[config.mk]
export PLATFORM = sky130hd
export DESIGN_NAME = ntt_scheduler_flat
export DESIGN_NICKNAME = d
export VERILOG_FILES = /design/src/rtl/ntt_scheduler_if.sv /design/src/rtl/ntt_scheduler.sv /design/src/flat_wrapper.sv
export SDC_FILE = /design/constraint.sdc
export NUM_CORES = 1
export LEC_CHECK = 0
export ABC_AREA = 1
export ABC_CLOCK_PERIOD_IN_PS = 7600
export CAP_MARGIN = 5
export CORE_ASPECT_RATIO = 1.5
export CORE_MARGIN = 2
export CORE_UTILIZATION = 57
export CTS_CLUSTER_DIAMETER = 150
export DETAILED_ROUTE_END_ITERATION = 16
export PLACE_DENSITY = 0.8
export SYNTH_ARGS = -nofsm -noshare
export SYNTH_HDL_FRONTEND = slang
export SYNTH_SLANG_ARGS = --single-unit
[constraint.sdc]
create_clock -name clk -period 7.6 [get_ports clk]
set_input_delay 2.28 -clock clk [delete_from_list [all_inputs] [get_ports clk]]
set_output_delay 2.28 -clock clk [all_outputs]
set_load 0.005 [all_outputs]
[src/rtl/ntt_scheduler_if.sv]
// ntt_scheduler_if
//   Groups the control and datapath-facing signals of the NTT scheduler.
//
//   Control side : start, mode (into the scheduler); busy, done, layer, ct.
//   Read side    : rd_en, rd_addr_a, rd_addr_b, tw_addr.
//   Write side   : wr_en, wr_addr_a, wr_addr_b.
//
//   Handshake: start is a request that is accepted only while the scheduler
//   is idle (busy low and done low). Acceptance is visible as busy rising on
//   the next cycle. Once accepted, start and mode are ignored until the
//   single-cycle done pulse, on which busy is already low. No back-pressure
//   exists on the RAM side: rd_en/wr_en are strobes that the datapath must
//   honour in the cycle they are high.
//
//   Modports:
//     master : the scheduler itself.
//     slave  : the surrounding control/datapath that talks to it.
interface ntt_scheduler_if;
  logic       start;
  logic       mode;
  logic       busy;
  logic       done;
  logic [2:0] layer;
  logic       ct;
  logic       rd_en;
  logic [7:0] rd_addr_a;
  logic [7:0] rd_addr_b;
  logic [6:0] tw_addr;
  logic       wr_en;
  logic [7:0] wr_addr_a;
  logic [7:0] wr_addr_b;

  modport master (
    input  start, mode,
    output busy, done, layer, ct,
    output rd_en, rd_addr_a, rd_addr_b, tw_addr,
    output wr_en, wr_addr_a, wr_addr_b
  );

  modport slave (
    output start, mode,
    input  busy, done, layer, ct,
    input  rd_en, rd_addr_a, rd_addr_b, tw_addr,
    input  wr_en, wr_addr_a, wr_addr_b
  );
endinterface

[src/rtl/ntt_scheduler.sv]
// ntt_scheduler
//   Sequencer for a 256-point Kyber NTT / inverse NTT over a dual-port
//   coefficient RAM. Issues one butterfly per cycle (128 per layer, 7 layers),
//   generating operand read addresses, the twiddle ROM index and the CT/GS
//   select. Read addresses are delayed through a PIPE-deep shift register to
//   become the write-back addresses, and the pipeline is drained between
//   layers so the next layer never reads a coefficient still in flight.
//
//   Parameters:
//     RD_LAT : coefficient RAM read latency (cycles)
//     BF_LAT : butterfly latency, operands in to E/O out (cycles)
//   Ports:
//     clk       : clock, rising edge
//     rst_n     : asynchronous active-low reset
//     bus       : ntt_scheduler_if.master (start/mode in, everything else out)
//     dbg_state : current FSM state (0 IDLE, 1 ISSUE, 2 DRAIN, 3 DONE)
module ntt_scheduler #(
  parameter int RD_LAT = 1,
  parameter int BF_LAT = 4
) (
  input  logic                   clk,
  input  logic                   rst_n,
  ntt_scheduler_if.master        bus,
  output logic [1:0]             dbg_state
);

  localparam int       PIPE       = RD_LAT + BF_LAT;
  localparam logic [7:0] DRAIN_LOAD = 8'(PIPE);

  typedef enum logic [1:0] {
    IDLE  = 2'd0,
    ISSUE = 2'd1,
    DRAIN = 2'd2,
    DONE  = 2'd3
  } state_t;

  state_t     state_q, state_d;
  logic [2:0] layer_q, layer_d;
  logic [6:0] bf_q,    bf_d;
  logic [7:0] drain_q, drain_d;
  // ct_q doubles as the latched mode: 1 = forward (CT), 0 = inverse (GS).
  logic       ct_q,    ct_d;

  // ---------------------------------------------------------------------
  // State register
  // ---------------------------------------------------------------------
  always_ff @(posedge clk or negedge rst_n) begin
    if (!rst_n) begin
      state_q <= IDLE;
      layer_q <= 3'd0;
      bf_q    <= 7'd0;
      drain_q <= 8'd0;
      ct_q    <= 1'b0;
    end else begin
      state_q <= state_d;
      layer_q <= layer_d;
      bf_q    <= bf_d;
      drain_q <= drain_d;
      ct_q    <= ct_d;
    end
  end

  // ---------------------------------------------------------------------
  // Next-state logic
  // ---------------------------------------------------------------------
  always_comb begin
    state_d = state_q;
    layer_d = layer_q;
    bf_d    = bf_q;
    drain_d = drain_q;
    ct_d    = ct_q;
    case (state_q)
      IDLE: begin
        if (bus.start) begin
          ct_d    = ~bus.mode;
          layer_d = 3'd0;
          bf_d    = 7'd0;
          state_d = ISSUE;
        end
      end
      ISSUE: begin
        // bf wraps 127 -> 0 on its own, leaving it cleared for the next layer.
        bf_d = bf_q + 7'd1;
        if (bf_q == 7'd127) begin
          state_d = DRAIN;
          drain_d = DRAIN_LOAD;
        end
      end
      DRAIN: begin
        // drain_q == 1 marks the last drain cycle: the final write-back of
        // the layer happens in this cycle.
        if (drain_q == 8'd1) begin
          if (layer_q < 3'd6) begin
            layer_d = layer_q + 3'd1;
            bf_d    = 7'd0;
            state_d = ISSUE;
          end else begin
            state_d = DONE;
          end
        end else begin
          drain_d = drain_q - 8'd1;
        end
      end
      DONE: begin
        state_d = IDLE;
      end
      default: begin
        state_d = IDLE;
      end
    endcase
  end

  // ---------------------------------------------------------------------
  // Address generation
  //   lg = log2(len): forward len = 128 >> layer, inverse len = 2 << layer.
  //   group = bf >> lg, offset = bf & (len-1)
  //   a = group*2*len + offset, b = a + len
  // ---------------------------------------------------------------------
  logic       rd_en;
  logic [2:0] lg;
  logic [6:0] grp, mask, off, tw;
  logic [7:0] base, len8, rd_a, rd_b;

  always_comb begin
    lg   = ct_q ? (3'd7 - layer_q) : (layer_q + 3'd1);
    grp  = bf_q >> lg;
    // len-1 without ever forming len=128 in 7 bits.
    mask = ~(7'h7f << lg);
    off  = bf_q & mask;
    len8 = 8'd1 << lg;
    base = {1'b0, grp} << lg;
    rd_a = (base << 1) + {1'b0, off};
    rd_b = rd_a + len8;
    // 127 >> layer == (128 >> layer) - 1 for layer 0..6.
    tw   = ct_q ? ((7'd1 << layer_q) + grp) : ((7'd127 >> layer_q) - grp);
  end

  assign rd_en = (state_q == ISSUE);

  // ---------------------------------------------------------------------
  // Write-back delay line: {rd_en, rd_addr_a, rd_addr_b} delayed PIPE cycles.
  // Addresses are gated with rd_en, so idle stages always carry zeros.
  // ---------------------------------------------------------------------
  logic [16:0] wb_q [PIPE];

  always_ff @(posedge clk or negedge rst_n) begin
    if (!rst_n) begin
      for (int i = 0; i < PIPE; i++) wb_q[i] <= '0;
    end else begin
      wb_q[0] <= {rd_en, bus.rd_addr_a, bus.rd_addr_b};
      for (int i = 1; i < PIPE; i++) wb_q[i] <= wb_q[i-1];
    end
  end

  // ---------------------------------------------------------------------
  // Outputs
  // ---------------------------------------------------------------------
  assign bus.busy      = (state_q == ISSUE) || (state_q == DRAIN);
  assign bus.done      = (state_q == DONE);
  assign bus.layer     = layer_q;
  assign bus.ct        = ct_q;
  assign bus.rd_en     = rd_en;
  assign bus.rd_addr_a = rd_en ? rd_a : 8'd0;
  assign bus.rd_addr_b = rd_en ? rd_b : 8'd0;
  assign bus.tw_addr   = rd_en ? tw   : 7'd0;
  assign bus.wr_en     = wb_q[PIPE-1][16];
  assign bus.wr_addr_a = wb_q[PIPE-1][15:8];
  assign bus.wr_addr_b = wb_q[PIPE-1][7:0];
  assign dbg_state     = state_q;

endmodule

[src/flat_wrapper.sv]
// flat-port wrapper written by rule: the top's interface ports become plain ports
module ntt_scheduler_flat 
#(
  parameter int RD_LAT = 1,
  parameter int BF_LAT = 4
)
  (clk, rst_n, dbg_state, bus_start, bus_mode, bus_busy, bus_done, bus_layer, bus_ct, bus_rd_en, bus_rd_addr_a, bus_rd_addr_b, bus_tw_addr, bus_wr_en, bus_wr_addr_a, bus_wr_addr_b);
  ntt_scheduler_if bus_i ();
  input  logic clk;
  input  logic rst_n;
  output logic [1:0] dbg_state;
  input wire logic [$bits(bus_i.start)-1:0] bus_start;
  input wire logic [$bits(bus_i.mode)-1:0] bus_mode;
  output wire logic [$bits(bus_i.busy)-1:0] bus_busy;
  output wire logic [$bits(bus_i.done)-1:0] bus_done;
  output wire logic [$bits(bus_i.layer)-1:0] bus_layer;
  output wire logic [$bits(bus_i.ct)-1:0] bus_ct;
  output wire logic [$bits(bus_i.rd_en)-1:0] bus_rd_en;
  output wire logic [$bits(bus_i.rd_addr_a)-1:0] bus_rd_addr_a;
  output wire logic [$bits(bus_i.rd_addr_b)-1:0] bus_rd_addr_b;
  output wire logic [$bits(bus_i.tw_addr)-1:0] bus_tw_addr;
  output wire logic [$bits(bus_i.wr_en)-1:0] bus_wr_en;
  output wire logic [$bits(bus_i.wr_addr_a)-1:0] bus_wr_addr_a;
  output wire logic [$bits(bus_i.wr_addr_b)-1:0] bus_wr_addr_b;
  assign bus_i.start = bus_start;
  assign bus_i.mode = bus_mode;
  assign bus_busy = bus_i.busy;
  assign bus_done = bus_i.done;
  assign bus_layer = bus_i.layer;
  assign bus_ct = bus_i.ct;
  assign bus_rd_en = bus_i.rd_en;
  assign bus_rd_addr_a = bus_i.rd_addr_a;
  assign bus_rd_addr_b = bus_i.rd_addr_b;
  assign bus_tw_addr = bus_i.tw_addr;
  assign bus_wr_en = bus_i.wr_en;
  assign bus_wr_addr_a = bus_i.wr_addr_a;
  assign bus_wr_addr_b = bus_i.wr_addr_b;
  ntt_scheduler #(.RD_LAT(RD_LAT), .BF_LAT(BF_LAT)) u_core (.clk(clk), .rst_n(rst_n), .bus(bus_i), .dbg_state(dbg_state));
endmodule
== After elaboration in Yosys (flattened, before gate mapping) ==
Index checks and enable logic that the tools add are counted.

* Flip-flop bits (word level): 106
* Latch bits: 0
* Memory bits (writable): 0
* ROM bits: 0
* Input port bits: 4
* Output and inout bits: 49
* Logic and storage cells: 69
* Memories kept: 0

* Add/sub/neg operators: 8
* Multiply operators: 0
* Divide/modulo/power cells: 0
* $lt $le $gt $ge: 1
* Eq/ne operators: 10
* Shift operators: 6
* Muxes and demuxes: 21
* Bitwise logic cells: 3
* Reductions and logical operators: 10

{| class="wikitable"
|+ Operators with widths
! operator !! number
|-
| 2-to-1 mux 7 bit || 5
|-
| 2-to-1 mux 8 bit || 4
|-
| one-hot mux 7 bit (3 select lines) || 1
|-
| one-hot mux 8 bit (2 select lines) || 1
|-
| 2-to-1 mux 3 bit || 4
|-
| adder 8 x 7 -> 8 bit || 1
|-
| adder 8 bit || 1
|-
| == test 8 x 1 -> 1 bit, second input constant || 1
|-
| 2-to-1 mux 2 bit || 4
|-
| one-hot mux 2 bit (4 select lines) || 1
|-
| AND reduction 4 bit || 2
|-
| << shifter 1 x 3 -> 8 bit, first input constant || 1
|-
| subtractor 8 x 1 -> 8 bit, second input constant || 1
|-
| adder 7 x 1 -> 7 bit, second input constant || 1
|-
| adder 7 bit || 1
|-
| AND 7 bit || 1
|-
| == test 7 bit, second input constant || 1
|-
| NOT 7 bit || 1
|-
| << shifter 1 x 3 -> 7 bit, first input constant || 1
|-
| << shifter 7 x 3 -> 7 bit || 1
|-
| << shifter 7 x 3 -> 7 bit, first input constant || 1
|-
| >> shifter 7 x 3 -> 7 bit || 1
|-
| >> shifter 7 x 3 -> 7 bit, first input constant || 1
|-
| subtractor 7 bit || 1
|-
| other kinds (15) || 21
|}

== Longest topological paths before layout ==
* Depth in word-level cells: 8
* Gate-level depth with buffers: 27
* Mapped depth without buffers: 26

== Worst setup path after synthesis ==
No wires, ideal clock.

* Kind: flip-flop to output port
* From: register u_core.layer_q[2], in the netlist u_core.bus.layer[2]
* To: output port bus_rd_addr_b[7]
* Arrival: 4.066 ns
* Data required time: 5.320 ns
* Slack: 1.254 ns
* Stages on the path, launching flop included: 26
* Buffers on the path: 1
* Path through: dfrtp_1 -> clkbuf_1 -> inv_1 -> ha_1 -> o21ai_4 -> inv_4 -> nand2_1 -> nand2_1 -> nand2_1 -> o21ai_0 -> nor2_1 -> inv_1 -> fa_1 -> inv_1 -> xor2_1 -> ha_1 -> inv_1 -> o21bai_1 -> a21oi_1 -> nor2_1 -> inv_1 -> nand2_1 -> a21oi_1 -> xnor2_1 -> a21oi_1 -> nor2_1

* Word-level cells in the longest chain between the ends: 8
* Elaborated cells on any way between the ends: 12
* Those cells by class: 4 x add/sub; 4 x shift; 2 x mux; 2 x bitwise

{| class="wikitable"
|+ RTL lines
! item !! RTL line !! RTL
|-
| from (decl) || ntt_scheduler.sv:38 || <nowiki>logic [2:0] layer_q, layer_d;</nowiki>
|-
| from (signal assigned) || ntt_scheduler.sv:56 || <nowiki>layer_q <= layer_d;</nowiki>
|-
| adder 3 x 1 -> 3 bit or subtractor 3 bit (tied branches) || ntt_scheduler.sv:125 || <nowiki>lg = ct_q ? (3'd7 - layer_q) : (layer_q + 3'd1);</nowiki>
|-
| 2-to-1 mux 3 bit * || ntt_scheduler.sv:125 ||
|-
| branches (longest 4 deep; another with adder 8 x 7 -> 8 bit) || -- ||
|-
| adder 8 bit * || ntt_scheduler.sv:133 || <nowiki>rd_b = rd_a + len8;</nowiki>
|-
| 2-to-1 mux 8 bit * || ntt_scheduler.sv:164 || <nowiki>assign bus.rd_addr_b = rd_en ? rd_b : 8'd0;</nowiki>
|-
| to (decl) || flat_wrapper.sv:20 || <nowiki>output wire logic [$bits(bus_i.rd_addr_b)-1:0] bus_rd_addr_b;</nowiki>
|}

Mark *: on every way between the ends.

== Final worst setup path ==
* From: register u_core.layer_q[1], in the netlist u_core.bus.layer[1]
* To: output port bus_rd_addr_b[6]

Same word-level chain as after synthesis.

==> out/results.txt <==
Status: complete, no violations
PD cells: 434 nW/um2
Area leader, netlist: dfrtp_1
Synth top area cells: dfrtp_1 51%, ha_1 9.3%, nand2_1 6.0%
Layout Nets: 644
Drt initial violations: 287
Crit path max fanout: 10
Die height: 121 um
Post-Layout Cell Count: 712
Routed len/inst: 17.1 um
Clock Latency Late Sink: 340 ps
R2R Setup Slk: 3300 ps
Number of buffers created by CTS: 9
Clk slew on worst S/H paths: 70 ps
CTS tree: yes
Yosys reg bits: 106
GRT overflow: 0
Yosys warning total: 0
WP buf/inv: 7
Commonest cells post-synth: 106 x dfrtp_1, 83 x nand2_1, 72 x inv_1
Global Route Usage Sum: 0.262
Clock Tree Root: clkbuf_16
Num Clock Sinks: 106
Final setup fails: 0
Worst-Margin Slew: 861 ps
Multi-input gate area: 2140 um2
WS Path Type: flip-flop to output port
Worst-path cell chain: ha_2 -> inv_1 -> ha_1 -> o21ai_4 -> inv_4 -> nand2_1 -> nand2_4 -> nand2_1 -> o21ai_0 -> nor2_1 -> inv_1 -> fa_1 -> inv_2 -> xor2_2 -> ha_1 -> inv_2 -> o31ai_1 -> nand2_1 -> inv_1 -> o21ai_0 -> nand2_1 -> o21ai_0 -> a21oi_1 -> clkdlybuf4s50_1
Initial Util: 0.588
Worst R2R End: u_core.wb_q[75]
Core area: 8880 um2
Gate Count Post-Synth: 548
Ys async rst share: 1.00
Max VDD drop: 0.306 mV
Hold WC Path Type: flip-flop to flip-flop
Vias in the first global route: 3,965
WL final: 12,200 um
Fill count: 636
Clock Tree Buf Depth: 2
Top cell type's share of synthesized area: 0.508
H-tree levels: 3
Number of synthesized flops with an enable pin: 0
Remaining antenna violation count: 0
Syn Nets: 595
Final Util: 0.693
Clk_skew: 5.74 ps
Syn Area/Cell: 9.53 um2
Slowest Stage Delay on Critical Path: 550 ps
Initial antenna violation count: 0
# port buffers: 52
Sequential fraction of the synthesis area: 0.508
Die width: 82.1 um
FF-to-FF path depth: 24
Routability Congestion: 0.927
R2r startpoint: u_core.bus.layer[1]
Req. time, crit path: 5320 ps
FP Rows: 42
Hold Crit Depth: 0
CP max stage cell: clkdlybuf4s50_1
DRT Pass-1 Iters: 4
Crit-path leading delay family: adder cells
Full die area: 9960 um2
Hold path endpoint: u_core.wb_q[38]
Netlist cell types: 48
Synth Flop Type: dfrtp_1
Fin. Hold Viols: 0
MaxCap Viol Count: 0
Arrival @ worst endpoint: 5070 ps
Via density: 5.38
Ports: 53
First-pass GRT wire length: 19,100 um
Tcrit/Tclk final: 0.967
Min Tclk post-route: 7350 ps
Inst Count DP: 691
Ant diodes: 0
Count leader, synth: dfrtp_1
F_max: 136 MHz
Area growth, synth to finish: 17.8%
Detailed Place HPWL: 8590 um
Most used cell, CP: nand2_1
Hold_sp: u_core.wb_q[55]
Share of layout cells above drive strength 1: 0.106
Slew Limit Fails: 0
Worst setup EP type: output port
DRC Markers: 0
Vias: 3,828
Reg area: 2650 um2
Post-Syn Area: 5220 um2
Critical path launch point type: flip-flop
Slew HR: 0.426
Leak Pwr: 3.03 nW
Largest net degree at the start of global routing: 74
## where the power goes
group          switching [mW]  total, mW  internal [mW]  leakage (nW)
clock                   0.200      0.476          0.276         0.150
combinational           0.812       1.37          0.559          1.45
sequential             0.0942      0.821          0.727          1.43
## layout by cell type (no fill, tap or decap), types with 2 or more instances in the layout
| cell | instances |
|---|---|
| a31oi_1 | 2 |
| xnor2_1 | 4 |
| o21ai_1 | 3 |
| nor3_1 | 10 |
| xor2_1 | 5 |
| o21ai_4 | 2 |
| xor2_2 | 2 |
| nand3b_1 | 2 |
| inv_6 | 2 |
| o21bai_1 | 3 |
| a21oi_2 | 3 |
| o21ai_2 | 3 |
| dfrtp_1 | 105 |
| nand3_1 | 16 |
| nand2_2 | 2 |
| nand3_2 | 6 |
| nor2_1 | 59 |
| clkdlybuf4s50_1 | 51 |
| inv_1 | 70 |
| o21ai_0 | 29 |
| ha_1 | 37 |
| clkbuf_16 | 9 |
| nand4_1 | 5 |
| o22ai_1 | 2 |
| nand2_4 | 3 |
| a21oi_1 | 32 |
| buf_4 | 13 |
| inv_2 | 3 |
| a211oi_1 | 3 |
| o31ai_1 | 3 |
| fa_1 | 4 |
| clkbuf_8 | 2 |
| inv_4 | 2 |
| nor2_4 | 2 |
| nand2_1 | 82 |
## metal layers
layer / routed length (um) / up-vias / track usage
met1: 4580 / 1854 / 0.275
met2: 6660 / 102 / 0.480
met5: 0 / - / 0
li1: - / 1838 / -
met3: 400 / 34 / 0.0394
met4: 543 / 0 / 0.145
## layout make-up
cell class / count / area share
timing repair buffer: 65 / 0.101
sequential: 106 / 0.431
tap: 110 / 0.0224
clock buffer: 12 / 0.0417
multi-input combinational: 339 / 0.347
clock inverter: 4 / 0.00895
inverter: 76 / 0.0472
## timing repair
action                                  4_1_cts  5_1_grt
hold buffers                                  0        0
setup buffers                                 0        5
resized for setup                             1       12
pin swaps                                     0        5
cloned                                        0        0
endpoints found under the setup margin        1        3
## worst reg2reg max path: cells and delay by family (launching register included)
kind                       cells  cell delay (ps)
and+or+nand+nor                7              650
AOI/OAI and AO/OA              5              860
adders and majority gates      5             1600
xor gates and xnor gates       1              160
buffers and inverters          6              500
DFF                            1              430
## worst max-delay path by stage
stage	startpoint	to	slack (ps)	cells after the start
3_5_place_dp	u_core.bus.layer[1]	bus_rd_addr_b[7]	460	25
3_3_place_gp	u_core.bus.layer[1]	bus_rd_addr_b[7]	630	26
6_report	u_core.bus.layer[1]	bus_rd_addr_b[6]	250	24
4_1_cts	u_core.bus.layer[1]	bus_rd_addr_b[7]	20	26
5_1_grt	u_core.bus.layer[1]	bus_rd_addr_b[7]	-60	27
2_1_floorplan	u_core.bus.layer[2]	bus_rd_addr_b[7]	1250	25
## kinds of logic after synthesis
logic type	share of synthesized area
buf+inv	0.0901
simple gates	0.170
flops	0.508
fa+ha+maj	0.109
xor+xnor	0.0199
compound gates	0.102
other cells	0.000718
## sequential cells by signal, summed over array words and instances, names as in the netlist
register	flops
u_core.wb_q	68
u_core.bus.wr_addr_a	8
u_core.bus.wr_addr_b	8
u_core.drain_q	8
u_core.bf_q	7
u_core.bus.layer	3
u_core.dbg_state	2
u_core.bus.ct	1
u_core.bus.wr_en	1
## metrics by stage
step / instance area [um2] / hold WS [ps] / power (mW) / setup slack [ps] / TNS [ps]
6_report: 6150 / 348 / 2.67 / 250 / 0
3_5_place_dp: 5760 / 335 / 2.13 / 465 / 0
4_1_cts: 6070 / 339 / 2.63 / 21.5 / 0
5_1_grt: 6150 / 337 / 2.87 / -62.8 / -74.9
2_1_floorplan: 5220 / 331 / 1.68 / 1250 / 0
3_3_place_gp: 5760 / 332 / 2.08 / 629 / 0
No activity file was read; power rests on OpenSTA's default activity.
